### config.mk
export PLATFORM = sky130hd
export DESIGN_NAME = rnd_word_arbiter
export DESIGN_NICKNAME = d
export VERILOG_FILES = /design/src/rtl/rnd_arb_pkg.sv /design/src/rtl/rr_arbiter.sv /design/src/rtl/rnd_word_arbiter.sv
export SDC_FILE = /design/constraint.sdc
export NUM_CORES = 1
export LEC_CHECK = 0
export CAP_MARGIN = 20
export CELL_PAD_IN_SITES_DETAIL_PLACEMENT = 1
export CELL_PAD_IN_SITES_GLOBAL_PLACEMENT = 2
export CORE_MARGIN = 5
export CORE_UTILIZATION = 28
export DETAILED_ROUTE_END_ITERATION = 8
export PLACE_DENSITY_LB_ADDON = 0.08
export SKIP_LAST_GASP = 1
export SYNTH_ARGS = -nofsm -noshare
export SYNTH_HDL_FRONTEND = slang
export SYNTH_HIERARCHICAL = 1
export SYNTH_SLANG_ARGS = --single-unit
### constraint.sdc
create_clock -name clk -period 1.3 [get_ports clk]
set_input_delay 0.195 -clock clk [delete_from_list [all_inputs] [get_ports clk]]
set_output_delay 0.195 -clock clk [all_outputs]
set_load 0.02 [all_outputs]
### src/rtl/rnd_arb_pkg.sv
// Shared types and helpers for the random-word arbiter.
// Holds the FSM state encoding, default sizing, and the round-robin
// winner search used by rr_arbiter.
package rnd_arb_pkg;

  localparam int NREQ_DEF   = 4;
  localparam int WORD_W_DEF = 8;
  localparam int MAX_NREQ   = 8;

  typedef enum logic [1:0] {
    FILL  = 2'd0,
    READY = 2'd1,
    GRANT = 2'd2
  } state_e;

  // First asserted request scanning ptr, ptr+1, ... modulo nreq.
  // Returns ptr when nothing is requested; callers gate with |req.
  function automatic int next_rr(input logic [MAX_NREQ-1:0] req,
                                 input int                  ptr,
                                 input int                  nreq);
    int w;
    int idx;
    bit found;
    w     = ptr;
    found = 1'b0;
    for (int k = 0; k < MAX_NREQ; k++) begin
      idx = (ptr + k) % nreq;
      if ((k < nreq) && !found && req[idx[2:0]]) begin
        w     = idx;
        found = 1'b1;
      end
    end
    return w;
  endfunction

endpackage

### src/rtl/rr_arbiter.sv
// Combinational round-robin winner select.
// The search starts at ptr; the caller owns and advances the pointer.
module rr_arbiter
  import rnd_arb_pkg::*;
#(
  parameter  int NREQ = NREQ_DEF,
  localparam int PW   = $clog2(NREQ)
) (
  input  logic [NREQ-1:0] req,
  input  logic [PW-1:0]   ptr,
  output logic [PW-1:0]   winner,
  output logic            any_req
);

  logic [MAX_NREQ-1:0] req_ext;

  // Widen the request vector to the helper's fixed width and search.
  always_comb begin
    req_ext           = '0;
    req_ext[NREQ-1:0] = req;
    winner            = PW'(next_rr(req_ext, int'(ptr), NREQ));
  end

  assign any_req = |req;

endmodule

### src/rtl/rnd_word_arbiter.sv
// Random-word arbiter: packs the serial LFSR bit stream into WORD_W-bit
// words and hands each word to exactly one requester, round-robin.
// Build option: define RND_REFRESH_EN to keep shifting bits in while a
// word waits in READY, so the granted word is as fresh as possible.
//
//   state | meaning
//   FILL  | shifting in WORD_W fresh bits, cnt counts 0..WORD_W-1
//   READY | full word waiting, ready=1, arbitrating any requests
//   GRANT | one-cycle delivery: gnt one-hot, valid=1, word stable
module rnd_word_arbiter
  import rnd_arb_pkg::*;
#(
  parameter int NREQ   = NREQ_DEF,
  parameter int WORD_W = WORD_W_DEF
) (
  input  logic              clk,
  input  logic              rst,
  input  logic              rnd_in,
  input  logic [NREQ-1:0]   req,
  output logic [NREQ-1:0]   gnt,
  output logic [WORD_W-1:0] word,
  output logic              valid,
  output logic              ready
);

  localparam int PW = $clog2(NREQ);
  localparam int CW = $clog2(WORD_W);

  localparam logic [1:0] ST_FILL  = FILL;
  localparam logic [1:0] ST_READY = READY;
  localparam logic [1:0] ST_GRANT = GRANT;

  logic [1:0]        state_q, state_d;
  logic [CW-1:0]     cnt_q, cnt_d;
  logic [WORD_W-1:0] sh_q, sh_d;
  logic [PW-1:0]     ptr_q, ptr_d;
  logic [PW-1:0]     win_q, win_d;
  logic [NREQ-1:0]   gnt_q, gnt_d;

  logic [PW-1:0]     winner;
  logic              any_req;

  rr_arbiter #(.NREQ(NREQ)) u_rr (
    .req     (req),
    .ptr     (ptr_q),
    .winner  (winner),
    .any_req (any_req)
  );

  // Next-state logic: fill, wait/arbitrate, deliver.
  always_comb begin
    state_d = state_q;
    cnt_d   = cnt_q;
    sh_d    = sh_q;
    ptr_d   = ptr_q;
    win_d   = win_q;
    gnt_d   = '0;
    case (state_q)
      ST_FILL: begin
        sh_d = {sh_q[WORD_W-2:0], rnd_in};
        if (cnt_q == CW'(WORD_W - 1)) begin
          cnt_d   = '0;
          state_d = ST_READY;
        end else begin
          cnt_d = cnt_q + 1'b1;
        end
      end
      ST_READY: begin
`ifdef RND_REFRESH_EN
        sh_d = {sh_q[WORD_W-2:0], rnd_in};
`endif
        if (any_req) begin
          win_d   = winner;
          gnt_d   = NREQ'(1) << winner;
          state_d = ST_GRANT;
        end
      end
      ST_GRANT: begin
        // Pointer moves past the winner only once the word is delivered.
        ptr_d   = (win_q == PW'(NREQ - 1)) ? '0 : win_q + 1'b1;
        cnt_d   = '0;
        state_d = ST_FILL;
      end
      default: begin
        cnt_d   = '0;
        state_d = ST_FILL;
      end
    endcase
  end

  // State registers with synchronous reset; reset drops any word or grant.
  always_ff @(posedge clk) begin
    if (rst) begin
      state_q <= ST_FILL;
      cnt_q   <= '0;
      sh_q    <= '0;
      ptr_q   <= '0;
      win_q   <= '0;
      gnt_q   <= '0;
    end else begin
      state_q <= state_d;
      cnt_q   <= cnt_d;
      sh_q    <= sh_d;
      ptr_q   <= ptr_d;
      win_q   <= win_d;
      gnt_q   <= gnt_d;
    end
  end

  assign gnt   = gnt_q;
  assign word  = sh_q;
  assign valid = (state_q == ST_GRANT);
  assign ready = (state_q == ST_READY);

endmodule

## Word-level counts from Yosys, hierarchy flattened

Index checks and enable logic that the tools add are counted.

| word-level totals | value |
|---|---|
| bits in registers | 21 |
| input bits | 7 |
| output and inout bits | 14 |
| word-level logic and storage cells | 61 |

| cells by class | value |
|---|---|
| $add $sub $neg | 5 |
| order comparisons | 4 |
| equal/unequal tests | 6 |
| shift operators | 1 |
| multiplexer cells | 20 |
| bitwise logic cells | 5 |
| reductions and logical operators | 14 |

Operator list:

| operator | number |
|---|---|
| $lt A3 B4 Y1 const B | 3 |
| $mux W2 | 6 |
| $bmux W1 S3 | 3 |
| $mux W1 | 7 |
| $pmux W3 S2 | 1 |
| $reduce_or A2 Y1 | 3 |
| $add A2 B1 Y2 const B | 2 |
| $add A2 B2 Y2 const B | 2 |
| $eq A2 B2 Y1 const B | 2 |
| $lt A2 B4 Y1 const B | 1 |
| $pmux W2 S2 | 1 |
| $reduce_and A2 Y1 | 2 |
| $reduce_or A4 Y1 | 1 |
| $shl A1 B2 Y4 const A | 1 |
| $add A3 B1 Y3 const B | 1 |
| $and A1 B1 Y1 const A | 3 |
| $eq A3 B3 Y1 const B | 1 |
| $logic_and A1 B1 Y1 | 3 |
| $logic_not A1 Y1 | 3 |
| $mux W3 | 1 |
| $reduce_or A3 Y1 | 1 |
| $bmux W1 S2 | 1 |
| $eq A2 B1 Y1 const B | 1 |
| $logic_not A2 Y1 | 1 |
| 3 further kinds | 4 |

## Longest topological paths before layout

Gate-level depths: netlist of the first run.

| logic depth | value |
|---|---|
| depth after elaboration | 14 |
| depth in mapped cells | 5 |
| gate-level depth less buffers | 5 |

## Cells and area by module

The synthesis of the first run kept the hierarchy.

By module, submodules not included:

| module | instances | cells an instance | area each (um2) | seq. area each (um2) |
|---|---|---|---|---|
| rnd_word_arbiter | 1 | 87 | 794.5 | 420.4 |
| rr_arbiter | 1 | 16 | 96.3 | 0.0 |

## Worst setup path after synthesis of the first run

Ideal clock, no wire load.

| path | value |
|---|---|
| kind | flip-flop to flip-flop |
| from | reg state_q[0] |
| to | reg ptr_q[0] |
| library setup time | 0.128 ns |
| data arrival time | 1.045 ns |
| required time | 1.172 ns |
| slack | 0.128 ns |
| stages on the path, launching flop included | 5 |
| buffers on the path | 1 |
| period minus slack after synthesis | 1.172 ns |
| cells stage by stage | dfxtp_1 -> buf_4 -> and2b_1 -> mux2i_1 -> nor2_1 |

| on the way | value |
|---|---|
| cells in the longest elaborated chain, start to end | 1 |

RTL lines:

| what | RTL line | text |
|---|---|---|
| start: declaration | rnd_word_arbiter.sv:33 | `logic [1:0] state_q, state_d;` |
| start signal: assignment | rnd_word_arbiter.sv:101 | `state_q <= state_d;` |
| $eq A2 B2 Y1 | -- |  |
| net valid | rnd_word_arbiter.sv:22 | `output logic valid,` |
| end signal: assignment | rnd_word_arbiter.sv:104 | `ptr_q <= ptr_d;` |
| end: declaration | rnd_word_arbiter.sv:36 | `logic [PW-1:0] ptr_q, ptr_d;` |

The timed path passes the listed nets, and every way through them passes these cells.
A chain may end at the register's enable or synchronous reset.

## Final worst setup path of the first run

| path | value |
|---|---|
| from | in req[0] |
| to | reg gnt_q[0] (netlist: gnt[0]) |

| on the way | value |
|---|---|
| cells in the longest elaborated chain, start to end | 13 |
| elaborated cells between the ends (all ways) | 24 |
| those cells by class | shift: 1; mux: 14; bitwise: 1; reduce/logical: 8 |

RTL lines:

| what | RTL line | text |
|---|---|---|
| start: declaration | rnd_word_arbiter.sv:19 | `input logic [NREQ-1:0] req,` |
| $bmux W1 S2 | rnd_arb_pkg.sv:28 | `if ((k < nreq) && !found && req[idx[2:0]]) begin` |
| $mux W1 (implied by the code) | rnd_arb_pkg.sv:28 |  |
| $mux W1 | rnd_arb_pkg.sv:28 |  |
| $logic_not A1 Y1 | rnd_arb_pkg.sv:28 |  |
| $logic_and A1 B1 Y1 | rnd_arb_pkg.sv:28 |  |
| $mux W1 | rnd_arb_pkg.sv:28 |  |
| $logic_not A1 Y1 | rnd_arb_pkg.sv:28 |  |
| $logic_and A1 B1 Y1 | rnd_arb_pkg.sv:28 |  |
| $mux W1 | rnd_arb_pkg.sv:28 |  |
| $logic_not A1 Y1 | rnd_arb_pkg.sv:28 |  |
| $logic_and A1 B1 Y1 | rnd_arb_pkg.sv:28 |  |
| $mux W2 * | rnd_arb_pkg.sv:28 |  |
| net winner[0] | rnd_word_arbiter.sv:40 | `logic [PW-1:0] winner;` |
| $shl A1 B2 Y4 * | rnd_word_arbiter.sv:74 | `gnt_d = NREQ'(1) << winner;` |
| end signal: assignment | rnd_word_arbiter.sv:106 | `gnt_q <= gnt_d;` |
| end: declaration | rnd_word_arbiter.sv:38 | `logic [NREQ-1:0] gnt_q, gnt_d;` |

The timed path passes the listed nets; every way through them passes the cells marked *. The select of a mux whose other input is x is not followed.

==> results of run 1 <==
## Yosys cell counts
master	instances	area, um2
buf_4	1	7.51
inv_1	2	7.51
a21oi_1	10	50.1
buf_2	2	10.0
o21ai_1	8	40.0
o21ai_0	1	5.00
mux2i_1	6	60.1
nor2_2	1	6.26
nand4b_1	1	8.76
dfxtp_1	21	420
nor2_1	12	45.0
nand2b_1	4	25.0
clkbuf_1	2	7.51
nor3_1	5	25.0
nand3b_1	2	15.0
a221oi_2	1	15.0
nor2b_1	2	12.5
or3_1	1	6.26
ha_1	3	37.5
nor3b_1	2	15.0
and2b_1	1	7.51
a21o_1	1	7.51
nand2_1	13	48.8
a22oi_1	1	7.51
## layout make-up
type                       count  area [um2]
timing repair buffer          27         233
fill                         376        1830
tap                           44        55.1
clock inverter                 1        5.00
clock buffer                   3        22.5
sequential                    21         424
inverter                       2        7.51
multi-input combinational     75         479
## worst min-delay path: stages
cell,delay (ns)
clkdlybuf4s50_1,0.39
nand2_1,0.05
a21oi_1,0.05
## power by group through the flow
stage	Sequential (W)	Clock (W)	Combinational (W)
floorplan	0.000686	0	0.0000540
global placement	0.000681	0	0.000106
detailed placement	0.000683	0	0.000112
CTS	0.000668	0.000338	0.000108
global route	0.000670	0.000362	0.000132
finish	0.000667	0.000320	0.000118
## kinds of logic (layout without fill, tap and decap cells)
family                     count (synthesis)  after routing  share of synthesized area (%)
and+or+nand+nor                           44             44                           24.2
DFF                                       21             21                           47.2
muxes                                      6              6                           6.74
AOI/OAI and AO/OA                         22             22                           14.0
adders and majority gates                  3              3                           4.21
buffers and inverters                      7             33                           3.65
## metal layers
| metal | vias up | routed length, um | share of wire [%] | GRT usage [%] |
|---|---|---|---|---|
| met3 | 2 | 70 | 3.1 | 3.74 |
| li1 | 408 | - | - | - |
| met1 | 360 | 1080 | 48 | 12.9 |
| met5 | - | 0 | 0 | 0 |
| met2 | 11 | 1070 | 48 | 19.6 |
| met4 | 0 | 18 | 0.81 | 3.05 |
## final timing paths
path                            startpoint       to  slack [ns]  cells after the start
worst max register to register    ptr_q[0]   gnt[0]        0.09                      5
worst min register to register     word[0]  word[1]        0.47                      2
worst max-delay path                req[0]   gnt[0]        0.05                      6
worst min-delay path                rnd_in  word[0]        0.43                      3
## state kept, by name (all words and copies together), names as in the netlist
register  count
win_q         2
ptr_q         2
cnt_q         3
word          8
gnt           4
state_q       2
## timing repair
action                                  CTS  global route
cloned                                    0             0
resized for setup                        18            14
endpoints found under the setup margin   14             6
pin swaps                                 0             5
## per-stage QoR
stage          cell area (um2)  worst slack, ns
2_1_floorplan              891            0.128
3_3_place_gp              1170           -0.278
3_5_place_dp              1170           -0.299
4_1_cts                   1180          -0.0817
5_1_grt                   1230          -0.0437
6_report                  1230           0.0506
==> out/metrics.yaml, run 1 <==
grt_pass1_vias: 837
worstPathMaxFanout: 4
drt_iter0_drc: 7
combPwrFrac_pct: 10.7
cts.sinks: 21
vias: 781
die_area_mm2: 0.00441
whs_ns: 0.429
min_path_type: "primary input to register"
cp.arrival_ns: 1.47
path_buf_inv: 1
dp_cells: 169
ys_seq_elements: 21
ios: 21
p_sw_share_pct: 25.0
worst_clock_skew_ns: 0.00810
syn-num-nets: 113
seq_power_share_pct: 60.4
clk_pin_slew_ns: 0.13
insertion_delay_ns: 0.30
status: "finished clean"
stdcell_count: 173
grt_max_degree: 19
hold_viol_final: 0
dieHeight_um: 66.4
initial_utilization_pct: 29.2
cp_top_family: "buffers and inverters"
h-tree-depth: 1
cts_tree: "built"
fin_crit_sh_pct: 96.1
dp.final_hpwl_um: 1630
utilization_pct: 40.2
layout_commonest_cell: "dfxtp_1"
crit_type: "primary input to register"
layout_common_cells: "18 x dfxtp_1, 12 x nand2_1, 12 x dlygate4sd2_1"
synth_cell_types: 24
worstPathRequired_ns: 1.52
hold_buffers: 0
grt_pass1_wl_um: 3760
cap_violations: 0
ys_seq_area_share_pct: 47.2
nets: 140
endpoint_kind: "register"
max_freq_mhz: 800
cts_inserted_buffers: 3
ctsLongestPathBuffers: 2
grt_use_total_pct: 11.2
antenna_found_initial: 0
critPathSlowestCell: "clkdlybuf4s50_1"
setup_violations: 0
gp_congestion: 0.676
die_x_um: 66.4
maxSlewViolCount: 0
syn_avg_cell_area_um2: 8.65
switchingPower_w: 0.000276
totalWireLength_um: 2230
clock-root-buffer: "clkbuf_4"
yosys_warnings: 6
std_cell_rows: 20
wl_per_cell_um: 12.9
ir_drop_v: 0.000327
static-leakage-power_nw: 0.557
rsz0062_at_grt: "yes"
p_int_w: 0.000830
firstDrtPassIters: 3
syn_to_final_growth_pct: 37.6
start_kind: "primary input"
cpPeakStageDelay_ns: 0.48
netlist_instances: 103
synth_area_um2: 891
setup_tns_ns: 0
coreArea_mm2: 0.00305
layout-drive-gt1-share_pct: 19.4
slew_headroom_pct: 78.5
via_per_inst: 4.51
diodes: 0
post_cts_buffers: 0
clkPwrFrac_pct: 28.9
io_buffers: 20
ant_nets: 0
worst-slew-pin-transition_ns: 0.322
drc: 0
powerDensity_mw_per_mm2: 902
p_total_w: 0.00111
cp_cell_sequence: "clkdlybuf4s50_1 > nor2_2 > nand2_1 > a221oi_4 > nand2b_4 > nor2_1"
fin_crit_ns: 1.25
grt-ovfl-total: 0
Note: power is estimated with default switching activity, not from simulation.
==> inputs of run 2 (changes only) <==
SKIP_CTS_REPAIR_TIMING = 1   (was not set)
==> out/metrics.yaml, run 2 (same netlist as run 1, synthesis figures left out) <==
cts_inserted_buffers: 3  # unchanged
p_sw_share_pct: 24.7  # -0.22 points
critPathSlowestCell: "clkdlybuf4s50_1"
clk_pin_slew_ns: 0.12  # about the same
vias: 784  # +0.38%
status: "finished clean"
totalWireLength_um: 2260  # +1.2%
coreArea_mm2: 0.00305  # unchanged
dieHeight_um: 66.4  # unchanged
layout_commonest_cell: "dfxtp_1"
setup_violations: 0  # unchanged
die_x_um: 66.4  # unchanged
die_area_mm2: 0.00441  # unchanged
cp_cell_sequence: "clkdlybuf4s50_1 > nor2_2 > nand2_1 > a221oi_4 > nand2b_4 > nor2_1"
crit_path_start: "req[0]"
cts_tree: "built"
min_path_type: "primary input to register"
grt-ovfl-total: 0  # unchanged
ctsLongestPathBuffers: 2  # unchanged
firstDrtPassIters: 3  # unchanged
h-tree-depth: 1  # unchanged
largest_reg_flops: 8  # unchanged
grt_max_degree: 19  # unchanged
drc: 0  # unchanged
grt_pass1_vias: 837  # unchanged
utilization_pct: 41.9  # +1.7 points
drt_iter0_drc: 12  # +5
grt_use_total_pct: 11.2  # unchanged
grt_pass1_wl_um: 3760  # unchanged
clock-root-buffer: "clkbuf_4"
worst-slew-pin-transition_ns: 0.322  # +0.0000135 ns
start_kind: "primary input"
grtUsageMet1_pct: 12.9  # unchanged
combPwrFrac_pct: 10.9  # +0.2 points
path_buf_inv: 1  # unchanged
gp_congestion: 0.676  # unchanged
cpPeakStageDelay_ns: 0.48  # about the same
diodes: 0  # unchanged
insertion_delay_ns: 0.30  # about the same
switchingPower_w: 0.000274  # -0.85%
wl_per_cell_um: 13.1  # +1.2%
antenna_found_initial: 0  # unchanged
fin_crit_ns: 1.25  # +0.00326 ns
setup_tns_ns: 0  # unchanged
cp_top_family: "buffers and inverters"
layout-drive-gt1-share_pct: 18.6  # -0.78 points
clkPwrFrac_pct: 28.7  # -0.2 points
worstPathMaxFanout: 4  # unchanged
cts.sinks: 21  # unchanged
r2r_start: "ptr_q[0]"
max_freq_mhz: 798  # -0.26%
ant_nets: 0  # unchanged
min-delay-start: "rnd_in"
initial_utilization_pct: 29.2  # unchanged
nets: 140  # unchanged
maxSlewViolCount: 0  # unchanged
static-leakage-power_nw: 0.735  # +32%
std_cell_rows: 20  # unchanged
rsz0062_at_grt: "yes"
cap_violations: 0  # unchanged
slew_headroom_pct: 78.5  # about the same
syn_to_final_growth_pct: 43.5
grtUsageMet3_pct: 3.74  # unchanged
layout_common_cells: "18 x dfxtp_1, 15 x dlymetal6s2s_1, 12 x nand2_1"
ios: 21  # unchanged
seq_power_share_pct: 60.4  # about the same
dp.final_hpwl_um: 1630  # unchanged
fin_crit_sh_pct: 96.4  # +0.25 points
worstPathRequired_ns: 1.52  # about the same
met2_usage_pct: 19.6  # unchanged
endpoint_kind: "register"
hold_viol_final: 0  # unchanged
cp.arrival_ns: 1.47  # about the same
via_per_inst: 4.53  # +0.38%
worst_clock_skew_ns: 0.00629  # -0.00181 ns
powerDensity_mw_per_mm2: 865  # -4.1%
p_int_w: 0.000832  # +0.31%
busiest_layer: "met2"
crit_type: "primary input to register"
ir_drop_v: 0.000327  # about the same
io_buffers: 20  # unchanged
==> run 2: changes by cell type in the layout (fill, tap and decap cells not counted), sizes merged <==
cell,change
dlymetal6s2s,+13
dlygate4sd2,-12
buf,-1
==> run 2: per-layer routing <==
layer / wire length (um) / share of wire (%)
met1: 1060 / 47
met5: 0 / 0
met2: 1090 / 48
met4: 18 / 0.80
met3: 91 / 4.0
==> run 2: final timing paths <==
path / slack [ns] / end / cells past startpoint
worst max-delay path: 0.05 / gnt[0] / 6
worst min-delay path: 0.43 / word[0] / 3
worst max register to register: 0.09 / gnt[0] / 5
worst min register to register: 0.48 / word[1] / 2
==> run 2: layout make-up <==
type	instances	area, um2
Clock buffer	3	22.5
Multi-Input combinational cell	75	479
Timing Repair Buffer	27	285
Fill cell	371	1770
Tap cell	44	55.1
Sequential cell	21	424
Inverter	2	7.51
Clock inverter	1	5.00
==> run 2: power by group through the flow <==
stage,registers [W],logic (W),clock network [W]
finish,0.000667,0.000121,0.000317
global route,0.000670,0.000134,0.000362
CTS,0.000668,0.000112,0.000338
detailed placement,0.000683,0.000112,0
global placement,0.000681,0.000106,0
floorplan,0.000686,0.0000540,0
==> run 2: worst register-to-register path: cells and delay by family, from the launching register on <==
family | cells | cell delay, ns
AOI/OAI and AO/OA | 2 | 0.48
DFF | 1 | 0.38
and+or+nand+nor | 3 | 0.28
==> run 2: per-stage QoR <==
| step | setup WS [ns] | hold slack [ns] | power, W | cells | cell area (um2) |
|---|---|---|---|---|---|
| after floorplan | 0.128 | 0.331 | 0.000740 | 103 | 891 |
| after global placement | -0.278 | 0.452 | 0.000787 | 169 | 1170 |
| after detailed placement | -0.299 | 0.468 | 0.000794 | 169 | 1170 |
| after CTS | -0.389 | 0.418 | 0.00112 | 173 | 1200 |
| after global routing | -0.0614 | 0.448 | 0.00117 | 173 | 1280 |
| final | 0.0474 | 0.429 | 0.00111 | 173 | 1280 |
==> inputs of run 3 (changes only) <==
CORE_ASPECT_RATIO = 2   (was not set)
RECOVER_POWER = 50   (was not set)
SLEW_MARGIN = 20   (was not set)
==> out/metrics.yaml, run 3 (same netlist as run 1, synthesis figures left out) <==
grt_max_degree: 19  # unchanged
powerDensity_mw_per_mm2: 1030  # +19%
p_sw_share_pct: 22.3  # -2.5 points
endpoint_kind: "output port"
syn_to_final_growth_pct: 29.9
drt_iter0_drc: 16  # +4
insertion_delay_ns: 0.25  # -0.05 ns
clkPwrFrac_pct: 35.0  # +6.3 points
grt_use_total_pct: 10.7  # -0.48 points
nets: 140  # unchanged
fin_crit_ns: 1.23  # -0.0239 ns
worst-slew-pin-transition_ns: 0.361  # +0.0391 ns
crit_type: "register to output port"
cts.sinks: 21  # unchanged
met3_length_um: 69  # -24%
grt_pass1_vias: 872  # +4.2%
grt-ovfl-total: 0  # unchanged
slew_headroom_pct: 75.9  # -2.6 points
via_per_inst: 4.99  # +10%
layout_common_cells: "20 x dfxtp_1, 14 x clkbuf_1, 12 x nand2_1"
vias: 799  # +1.9%
h-tree-depth: 1  # unchanged
wl_per_cell_um: 14.0  # +7.6%
final_area_mm2: 0.00116  # -9.5%
stdcell_count: 160  # -7.5%
rsz0062_at_grt: "yes"
worstPathRequired_ns: 1.11  # -0.41 ns
setup_tns_ns: 0  # unchanged
ir_drop_v: 0.000523  # +60%
diodes: 0  # unchanged
dp.final_hpwl_um: 1730  # +5.7%
p_int_w: 0.000925  # +11%
start_kind: "register"
die_x_um: 49.9  # -25%
cts_inserted_buffers: 3  # unchanged
cap_violations: 0  # unchanged
ant_nets: 0  # unchanged
max_freq_mhz: 814  # +1.9%
clock-root-buffer: "clkbuf_8"
static-leakage-power_nw: 0.524  # -29%
utilization_pct: 37.1  # -4.8 points
cts_tree: "built"
cp.arrival_ns: 1.03  # -0.44 ns
coreArea_mm2: 0.00312  # +2.2%
top_layer: "met4"
clk_pin_slew_ns: 0.07  # -0.05 ns
firstDrtPassIters: 3  # unchanged
setup_violations: 0  # unchanged
maxSlewViolCount: 0  # unchanged
grt_pass1_wl_um: 3830  # +1.8%
gp_congestion: 0.705  # +4.3%
io_buffers: 20  # unchanged
min_path_type: "register to register"
worst_clock_skew_ns: 0.00323  # -0.00306 ns
switchingPower_w: 0.000265  # -3.1%
status: "finished clean"
hold_viol_final: 0  # unchanged
std_cell_rows: 29  # +45%
ios: 21  # unchanged
totalWireLength_um: 2250  # -0.53%
initial_utilization_pct: 28.5  # -0.63 points
seq_power_share_pct: 56.0  # -4.4 points
placedInstanceArea_mm2: 0.00116  # -1.4%
fin_crit_sh_pct: 94.5  # -1.8 points
layout-drive-gt1-share_pct: 13.2  # -5.4 points
combPwrFrac_pct: 9.0  # -1.9 points
die_area_mm2: 0.00448  # +1.6%
drc: 0  # unchanged
dieHeight_um: 89.8  # +35%
antenna_found_initial: 0  # unchanged
dp_slack_ns: -0.335  # -0.0360 ns
layout_setup_ws_ns: 0.0713  # +0.0239 ns
routedLengthMet1_um: 845  # -21%
dp_cells: 156  # -7.7%
wl_met2_um: 1300  # +20%
largest_reg_flops: 8  # unchanged
ctsLongestPathBuffers: 2  # unchanged
worstPathMaxFanout: 3  # -1
layout_commonest_cell: "dfxtp_1"
## run 3: cell types whose count changed in the layout (fill, tap and decap cells not counted), sizes merged
cell           before  now
buf                 7    5
clkinv              1    0
clkbuf              4   18
dlymetal6s2s       15    6
clkdlybuf4s50       4    2
## run 3: metal layers
metal	GRT usage, %	vias up
li1	-	399
met1	9.71	386
met2	20.6	12
met3	1.99	2
met4	5.91	0
met5	0	-
## run 3: cell type report
type,count,area (um2)
timing repair buffer,27,186
sequential,21,422
clock buffer,4,45.0
inverter,2,7.51
multi-input combinational,75,458
tap,31,38.8
fill,389,1960
## run 3: worst paths after layout
check                                start  endpoint  slack [ns]  depth (start not counted)
worst max-delay path            state_q[0]     ready        0.07                          2
worst max register to register    ptr_q[0]    gnt[0]        0.09                          5
worst min register to register     word[6]   word[7]        0.47                          2
worst min-delay path               word[6]   word[7]        0.47                          2
## run 3: critical path, cell delays in order, from the launching register on
cell	delay [ns]
dfxtp_1	0.36
nor2b_1	0.16
dlymetal6s2s_1	0.25
## run 3: power by group through the flow
| stage | clock, W | sequential, W | combinational (W) |
|---|---|---|---|
| 4_1_cts | 0.000442 | 0.000667 | 0.000112 |
| 2_1_floorplan | 0 | 0.000686 | 0.0000540 |
| 3_5_place_dp | 0 | 0.000682 | 0.000111 |
| 6_report | 0.000417 | 0.000666 | 0.000107 |
| 3_3_place_gp | 0 | 0.000682 | 0.000109 |
| 5_1_grt | 0.000475 | 0.000668 | 0.000121 |
## run 3: per-stage QoR
stage	power (W)	hold WS (ns)
6_report	0.00119	0.470
5_1_grt	0.00126	0.489
3_5_place_dp	0.000793	0.469
3_3_place_gp	0.000790	0.459
4_1_cts	0.00122	0.478
2_1_floorplan	0.000740	0.331
